$ cat config.mk
export PLATFORM = sky130hd
export DESIGN_NAME = axis_rr_packet_arbiter
export DESIGN_NICKNAME = d
export VERILOG_FILES = /design/src/rtl/axis_arb_pkg.sv /design/src/rtl/axis_skid_buffer.sv /design/src/rtl/axis_rr_packet_arbiter.sv
export SDC_FILE = /design/constraint.sdc
export NUM_CORES = 1
export LEC_CHECK = 0
export CORE_MARGIN = 2
export CORE_UTILIZATION = 35
export CTS_CLUSTER_SIZE = 25
export DETAILED_ROUTE_END_ITERATION = 7
export GPL_TIMING_DRIVEN = 0
export PLACE_DENSITY = 0.7
export SYNTH_ARGS = -nofsm -noshare
export SYNTH_HDL_FRONTEND = slang
export SYNTH_SLANG_ARGS = --single-unit
$ cat constraint.sdc
create_clock -name axis_aclk -period 3.5 [get_ports axis_aclk]
set_clock_uncertainty 0.15 [all_clocks]
set_input_delay 0.525 -clock axis_aclk [delete_from_list [all_inputs] [get_ports axis_aclk]]
set_output_delay 0.525 -clock axis_aclk [all_outputs]
set_load 0.02 [all_outputs]
$ cat src/rtl/axis_arb_pkg.sv
// Shared types and helpers for the AXI-Stream packet arbiter.
// Holds the FSM encoding and the round-robin pick function.
package axis_arb_pkg;

  localparam int MAX_PORTS = 16;

  typedef enum logic {
    ST_IDLE = 1'b0,
    ST_LOCK = 1'b1
  } arb_state_t;

  // First valid index scanning upward from ptr+1, wrapping at n.
  function automatic logic [3:0] rr_pick(
    input logic [15:0] valid,
    input logic [3:0]  ptr,
    input logic [4:0]  n
  );
    logic [3:0] pick;
    logic [4:0] idx;
    pick = ptr;
    for (int k = MAX_PORTS; k >= 1; k--) begin
      idx = {1'b0, ptr} + 5'(k);
      if (idx >= n) idx = idx - n;
      if (5'(k) <= n && valid[idx[3:0]])
        pick = idx[3:0];
    end
    return pick;
  endfunction

endpackage

$ cat src/rtl/axis_skid_buffer.sv
// Two-entry fully registered AXI-Stream buffer.
// Input ready is a flop; a stalled output parks one beat in the skid slot.
module axis_skid_buffer #(
  parameter int WIDTH = 8
) (
  input  logic             axis_aclk,
  input  logic             axis_aresetn,
  input  logic [WIDTH-1:0] s_data,
  input  logic             s_valid,
  output logic             s_ready,
  output logic [WIDTH-1:0] m_data,
  output logic             m_valid,
  input  logic             m_ready
);

  logic [WIDTH-1:0] skid_data;
  logic             skid_valid;
  logic             s_fire;

  assign s_fire = s_valid && s_ready;

  always_ff @(posedge axis_aclk or negedge axis_aresetn) begin
    if (!axis_aresetn) begin
      s_ready    <= 1'b0;
      m_valid    <= 1'b0;
      m_data     <= '0;
      skid_valid <= 1'b0;
      skid_data  <= '0;
    end else if (!skid_valid) begin
      if (s_fire && m_valid && !m_ready) begin
        skid_data  <= s_data;
        skid_valid <= 1'b1;
        s_ready    <= 1'b0;
      end else begin
        s_ready <= 1'b1;
        if (!m_valid || m_ready) begin
          m_valid <= s_fire;
          m_data  <= s_data;
        end
      end
    end else if (m_ready) begin
      m_data     <= skid_data;
      m_valid    <= 1'b1;
      skid_valid <= 1'b0;
      s_ready    <= 1'b1;
    end
  end

endmodule

$ cat src/rtl/axis_rr_packet_arbiter.sv
// Packet-level round-robin arbiter: N AXI-Stream slaves onto one master.
// A grant is held from first beat until the tlast beat is accepted.
module axis_rr_packet_arbiter
  import axis_arb_pkg::*;
#(
  parameter  int N_PORTS = 4,
  parameter  int DATA_W  = 32,
  localparam int ID_W    = $clog2(N_PORTS)
) (
  input  logic                      axis_aclk,
  input  logic                      axis_aresetn,
  input  logic [N_PORTS*DATA_W-1:0] s_axis_tdata,
  input  logic [N_PORTS-1:0]        s_axis_tvalid,
  output logic [N_PORTS-1:0]        s_axis_tready,
  input  logic [N_PORTS-1:0]        s_axis_tlast,
  output logic [DATA_W-1:0]         m_axis_tdata,
  output logic                      m_axis_tvalid,
  input  logic                      m_axis_tready,
  output logic                      m_axis_tlast,
  output logic [ID_W-1:0]           m_axis_tid,
  output logic                      grant_busy
);

  localparam int BW = ID_W + 1 + DATA_W;

  arb_state_t      state;
  logic [ID_W-1:0] grant;
  logic [ID_W-1:0] ptr;
  logic [3:0]      pick;
  logic [BW-1:0]   buf_in;
  logic [BW-1:0]   buf_out;
  logic            buf_valid;
  logic            buf_ready;
  logic            accept;
  logic            locked;

  assign locked    = (state == ST_LOCK);
  assign pick      = rr_pick(16'(s_axis_tvalid), 4'(ptr),
                             5'(N_PORTS));
  assign buf_valid = locked && s_axis_tvalid[grant];
  assign accept    = buf_valid && buf_ready;
  assign buf_in    = {grant, s_axis_tlast[grant],
                      s_axis_tdata[grant*DATA_W +: DATA_W]};

  always_comb begin
    s_axis_tready = '0;
    if (locked) s_axis_tready[grant] = buf_ready;
  end

  always_ff @(posedge axis_aclk or negedge axis_aresetn) begin
    if (!axis_aresetn) begin
      state <= ST_IDLE;
      grant <= '0;
      ptr   <= ID_W'(N_PORTS - 1);
    end else begin
      unique case (state)
        ST_IDLE: begin
          if (|s_axis_tvalid) begin
            grant <= ID_W'(pick);
            state <= ST_LOCK;
          end
        end
        ST_LOCK: begin
          if (accept && s_axis_tlast[grant]) begin
            state <= ST_IDLE;
            ptr   <= grant;
          end
        end
        default: state <= ST_IDLE;
      endcase
    end
  end

  axis_skid_buffer #(
    .WIDTH(BW)
  ) u_skid (
    .axis_aclk   (axis_aclk),
    .axis_aresetn(axis_aresetn),
    .s_data      (buf_in),
    .s_valid     (buf_valid),
    .s_ready     (buf_ready),
    .m_data      (buf_out),
    .m_valid     (m_axis_tvalid),
    .m_ready     (m_axis_tready)
  );

  assign {m_axis_tid, m_axis_tlast, m_axis_tdata} = buf_out;
  assign grant_busy = locked;

endmodule
Word-level counts from Yosys, hierarchy flattened
Cells that the tools add are included.
{"block": "word_totals", "in_bits": 139, "ff_bits": 78, "output_inout_bits": 41, "elab_cells": 86}
{"block": "classes", "addsub": 8, "reduce_logical": 15, "n_lt_le_gt_ge": 10, "bitwise": 3, "mux": 39, "n_shift": 1, "eq_ne": 2}
{"op": "$mux W35", "n": 4}
{"op": "$shiftx A128 B8 Y32", "n": 1}
{"op": "$lt A4 B5 Y1 const B", "n": 4}
{"op": "$mux W4", "n": 5}
{"op": "$mux W1", "n": 18}
{"op": "$bmux W1 S4", "n": 4}
{"op": "$sub A3 B3 Y4 const B", "n": 3}
{"op": "$ge A3 B3 Y1 const B", "n": 3}
{"op": "$mux W2", "n": 4}
{"op": "$add A2 B2 Y3 const B", "n": 2}
{"op": "$logic_and A1 B1 Y1", "n": 6}
{"op": "$reduce_and A2 Y1", "n": 3}
{"op": "$add A2 B3 Y4 const B", "n": 1}
{"op": "$and A4 B4 Y4", "n": 1}
{"op": "$bmux W1 S2", "n": 2}
{"op": "$ge A4 B3 Y1 const B", "n": 1}
{"op": "$reduce_or A4 Y1", "n": 1}
{"op": "$sub A4 B3 Y4 const B", "n": 1}
{"op": "$add A2 B1 Y3 const B", "n": 1}
{"op": "$lt A2 B3 Y1 const B", "n": 1}
{"op": "$reduce_and A3 Y1", "n": 1}
{"op": "$demux W1 S2", "n": 1}
{"op": "$ge A2 B1 Y1 const B", "n": 1}
{"op": "$logic_not A1 Y1", "n": 2}
{"op": "other kinds (6)", "n": 7}

Depth between registers and ports, before layout
Gate-level depths: netlist of the first run.
{"block": "logic_depth", "depth_word": 9, "depth_mapped": 7, "depth_no_buf": 6}

Modules after synthesis
From an unflattened synthesis of the first run, not the netlist that was laid out.
{"block": "hier_totals", "cells_unflattened": 332, "hier_area_um2": 4362.9}
{"module": "axis_skid_buffer", "cells_each": 237, "instances": 1, "area_each_um2": 3065.4, "seq_area_each_um2": 1826.8}
{"module": "axis_rr_packet_arbiter", "cells_each": 95, "instances": 1, "area_each_um2": 1297.5, "seq_area_each_um2": 127.6}

Worst setup path after synthesis of the first run
No wires, ideal clock.
{"block": "synth_path", "kind": "register -> register", "start": "reg ptr[0]", "end": "reg grant[0]", "setup_ns": 0.131, "path_buffers": 1, "stages_incl_launch_ff": 8, "period_less_slack_ns": 2.486, "arrival_ns": 2.205, "slack_ns": 1.014, "required_ns": 3.219, "path_cell_list": "dfstp_2 clkbuf_1 inv_1 ha_1 a21boi_0 a22oi_1 o2111a_1 or3_1"}
{"block": "synth_via", "elab_chain_len": 9, "elab_cells_between_ends": 28, "cone_classes": "add/sub: 8; order compare: 4; mux: 16"}
{"element": "from (decl)", "line_no": "axis_rr_packet_arbiter.sv:28", "rtl": "logic [ID_W-1:0] ptr;"}
{"element": "from (signal assigned)", "line_no": "axis_rr_packet_arbiter.sv:54", "rtl": "ptr <= ID_W'(N_PORTS - 1);"}
{"element": "from (signal assigned)", "line_no": "axis_rr_packet_arbiter.sv:66", "rtl": "ptr <= grant;"}
{"element": "$add A2 B3 Y4", "line_no": "axis_arb_pkg.sv:22", "rtl": "idx = {1'b0, ptr} + 5'(k);"}
{"element": "$sub A4 B3 Y4 or $ge A4 B3 Y1 (tied branches)", "line_no": "axis_arb_pkg.sv:23", "rtl": "if (idx >= n) idx = idx - n;"}
{"element": "$mux W4", "line_no": "axis_arb_pkg.sv:23"}
{"element": "$bmux W1 S4", "line_no": "axis_arb_pkg.sv:24", "rtl": "if (5'(k) <= n && valid[idx[3:0]])"}
{"element": "$mux W1 (not written as such)", "line_no": "axis_arb_pkg.sv:24"}
{"element": "$mux W2 (3 in series)", "line_no": "axis_arb_pkg.sv:24"}
{"element": "$mux W2 (*)", "line_no": "axis_arb_pkg.sv:24"}
{"element": "to (signal assigned)", "line_no": "axis_rr_packet_arbiter.sv:59", "rtl": "grant <= ID_W'(pick);"}
{"element": "to (decl)", "line_no": "axis_rr_packet_arbiter.sv:27", "rtl": "logic [ID_W-1:0] grant;"}
Mark *: on every way between the ends. The rest lies on a longest branch, timed or not. The select of a mux whose other input is x is not followed.
A chain may end at the register's enable or synchronous reset.

Worst setup path in the final report of the first run
{"block": "layout_path", "start": "reg grant[1]", "end": "out s_axis_tready[2]"}
{"block": "layout_via", "elab_chain_len": 6, "elab_cells_between_ends": 7, "cone_classes": "order compare: 2; mux: 3; bitwise: 1; reduce/logical: 1"}
{"element": "$lt A2 B3 Y1 (not written as such) or $ge A2 B1 Y1 (tied branches)", "line_no": "axis_rr_packet_arbiter.sv:47", "rtl": "if (locked) s_axis_tready[grant] = buf_ready;"}
{"element": "$logic_and A1 B1 Y1 (not written as such)", "line_no": "axis_rr_packet_arbiter.sv:47"}
{"element": "$mux W1 (not written as such)", "line_no": "axis_rr_packet_arbiter.sv:47"}
{"element": "$demux W1 S2 (*)", "line_no": "axis_rr_packet_arbiter.sv:47"}
{"element": "$and A4 B4 Y4 (no source line) (*)"}
{"element": "$mux W4 (*)", "line_no": "axis_rr_packet_arbiter.sv:47"}
{"element": "to (decl)", "line_no": "axis_rr_packet_arbiter.sv:14", "rtl": "output logic [N_PORTS-1:0] s_axis_tready,"}
Mark *: on every way between the ends. The rest lies on a longest branch, timed or not.

==> results of run 1 <==
## final cells by class
type                            count  area share (%)
Tap cell                          168           3.100
Sequential cell                    78           28.82
Clock inverter                      7           2.140
Timing Repair Buffer              180           26.68
Clock buffer                        9           3.321
Buffer                             26           1.863
Multi-Input combinational cell    225           33.91
Inverter                            3          0.1661
## repair_timing
action | in CTS | in global routing
setup buffers | 0 | 0
setup endpoints to repair | 1 | 0
hold endpoints to repair | 0 | 0
## power by group
part / leakage, nW / switching [mW] / internal [mW]
clock: 0.176 / 0.389 / 0.773
sequential: 0.909 / 0.288 / 1.39
combinational: 1.68 / 1.56 / 1.73
total: 2.76 / 2.24 / 3.89
## cells in the final DEF, fill, tap and decap left out, types with 2 or more instances in the layout
cell type          n
mux2_2            11
inv_1              3
ha_1               5
nor3_1             3
bufinv_16          4
mux4_2            35
buf_6              3
o21ai_0            4
clkbuf_16          9
mux2_4            28
dfstp_2            2
nand2b_1           2
buf_1              3
clkbuf_1          15
dfrtp_1           76
nand3_1            3
clkdlybuf4s50_1  178
nor2_1            40
buf_2              5
a21oi_1           36
mux2i_1           37
or3_1              2
nand2_1            4
## worst reg2reg max path: stages (launching register included)
cell      delay (ns)
dfstp_2         0.56
clkbuf_1        0.36
inv_1           0.14
ha_1            0.38
a21boi_0        0.33
a22oi_1         0.19
o2111a_1        0.26
or3_1           0.37
## path summary, 6_finish.rpt
path,endpoint,slack (ns),startpoint,cells after the start
setup / recovery,s_axis_tready[2],0.31,grant[1],4
hold / removal,u_skid.skid_data[7],0.01,axis_aresetn,1
setup reg to reg,grant[0],0.64,ptr[0],7
hold reg to reg,u_skid.skid_data[33],0.36,u_skid.skid_data[33],1
max in group asynchronous,u_skid.skid_data[26],2.59,axis_aresetn,2
min in group axis_aclk,u_skid.skid_data[33],0.36,u_skid.skid_data[33],1
## routing by layer
layer | part of all wire [%] | wire [microns] | vias to the layer above | GRT usage, %
met1 | 41 | 5169 | 1772 | 23.76
met5 | 0 | 0 | - | 0
li1 | - | - | 1625 | -
met4 | 1.7 | 216 | 0 | 5.556
met3 | 4.8 | 595 | 12 | 4.236
met2 | 52 | 6528 | 103 | 32.75
## kinds of logic after synthesis
kind of cell               synth area share [%]
DFF                                       44.46
adders and majority gates                 1.423
and+or+nand+nor                           5.807
buffers and inverters                     3.216
AOI/OAI and AO/OA                         6.348
muxes                                     38.74
## sequential cells by signal (all words and copies together), names as in the netlist
| signal | cells |
|---|---|
| grant | 2 |
| grant_busy | 1 |
| ptr | 2 |
| u_skid.m_data | 35 |
| u_skid.m_valid | 1 |
| u_skid.s_ready | 1 |
| u_skid.skid_data | 35 |
| u_skid.skid_valid | 1 |
## metrics by stage
stage	hold slack, ns	setup WS (ns)	util (%)	setup TNS [ns]
after detailed placement	0.3429	0.3681	52.96	0
after floorplan	0.07941	1.014	-	0
after global placement	0.3386	-0.9411	52.82	-71.21
final	0.01026	0.3100	55.99	0
after global routing	0.04321	0.1121	55.99	0
after CTS	0.02073	0.2210	55.99	0
==> flow_metrics.env, run 1 <==
export IMPL_ys_seq_area_share_pct=44.46
export IMPL_rsz0062_at_grt="no"
export IMPL_power_density_nw_per_um2=904.0
export IMPL_peakVddDrop_v=0.0004210
export IMPL_dr_pass1_iters=4
export IMPL_clk_latency_ns=0.33
export IMPL_syn_area_sq_um=4395
export IMPL_drtIter0Drc=188
export IMPL_design_area_sq_um=6782
export IMPL_htree_levels=3
export IMPL_cts_repair_resize_count=0
export IMPL_period_minus_slack_ns=3.190
export IMPL_start_util_pct=36.29
export IMPL_ioPinCount=180
export IMPL_required_ns=2.82
export IMPL_place_area_sq_um=6415
export IMPL_routed_via_density=5.046
export IMPL_clockRootBuffer="clkbuf_16"
export IMPL_grt_pass1_vias=3828
export IMPL_std_cell_rows=40
export IMPL_crit_fanout=13
export IMPL_slew_headroom_pct=46.04
export IMPL_critical_path_top_delay_family="buffers and inverters"
export IMPL_wl_per_cell_microns=17.97
export IMPL_p_leak_nw=2.765
export IMPL_synth_top_area_share_pct=43.27
export IMPL_fin_cells=696
export IMPL_outcome="complete, no violations"
export IMPL_multi_input_area_sq_um=2300
export IMPL_synth_enable_flop_cells=0
export IMPL_hp_class="in -> async"
export IMPL_path_clk_slew_ns=0.06
export IMPL_synth_area_leaders="dfrtp_1 (43%), mux4_2 (18%), mux2_4 (9.6%)"
export IMPL_dp_cells=681
export IMPL_num_nets_final=667
export IMPL_grt_overflow=0
export IMPL_endpoint_kind="output port"
export IMPL_synth_area_leader_cell="dfrtp_1"
export IMPL_hpwl_mm=9.474
export IMPL_die_x_microns=116.1
export IMPL_wirelength_mm=12.51
export IMPL_vias=3512
export IMPL_fmax_ghz=0.3135
export IMPL_seqCellArea_sq_um=1954
export IMPL_clk_path_buf_depth=2
export IMPL_n_fill_cell=1032
export IMPL_yosys_cell_types_count=35
export IMPL_cts_tree="built"
export IMPL_slowest_stage="dfrtp_1"
export IMPL_slew_violations=0
export IMPL_die_h_microns=116.1
export IMPL_antenna_left=0
export IMPL_synth_ff_type="dfrtp_1"
export IMPL_grt_start_max_net_pins=43
export IMPL_diodes=0
export IMPL_place_congestion=0.8388
export IMPL_yosys_warnings=0
export IMPL_path_buf_inv=3
export IMPL_worst_ep_arrival_time_ns=2.51
export IMPL_synthCells=333
export IMPL_ys_seq_elements=78
export IMPL_drc=0
export IMPL_drive_above_1_share_pct=19.51
export IMPL_synthTopCellsByCount="dfrtp_1 (76), nor2_1 (40), mux2i_1 (37)"
export IMPL_cts_hold_buf=0
export IMPL_total_power_mw=6.130
export IMPL_maxCapViolations=0
export IMPL_ys_async_sr_fraction_pct=100.0
export IMPL_hold_viol=0
export IMPL_syn_nets=477
export IMPL_max_stage_delay_ns=0.74
export IMPL_syn_mean_instance_area_sq_um=13.20
export IMPL_track_usage_pct=18.91
export IMPL_dieArea_sq_um=13470
export IMPL_place_port_buffers=179
export IMPL_core_area_sq_um=12110
export IMPL_setup_viol=0
export IMPL_cts_buffers=9
export IMPL_cts_sinks=78
export IMPL_critPathKind="reg -> out"
export IMPL_worstMarginPinSlew_ns=0.8094
export IMPL_fin_crit_sh_pct=91.14
export IMPL_crit_chain="clkbuf_1, inv_1, nor3_1, clkdlybuf4s50_1"
export IMPL_yosysMostFrequentCell="dfrtp_1"
export IMPL_grt_pass1_wl_mm=19.58
export IMPL_antenna_found_initial=0
export IMPL_start_kind="register"
export IMPL_area_growth_pct=54.28
(Power assumes the default switching activity.)
==> run 2: changes to the inputs <==
--- a/config.mk
+++ b/config.mk
@@ -7,7 +7,7 @@
 export LEC_CHECK = 0
 export CORE_MARGIN = 2
 export CORE_UTILIZATION = 35
-export CTS_CLUSTER_SIZE = 25
+export CTS_CLUSTER_SIZE = 24
 export DETAILED_ROUTE_END_ITERATION = 7
 export GPL_TIMING_DRIVEN = 0
 export PLACE_DENSITY = 0.7
==> results of run 2 <==
Final layout, timing and power as in run 1 (identical DEF).
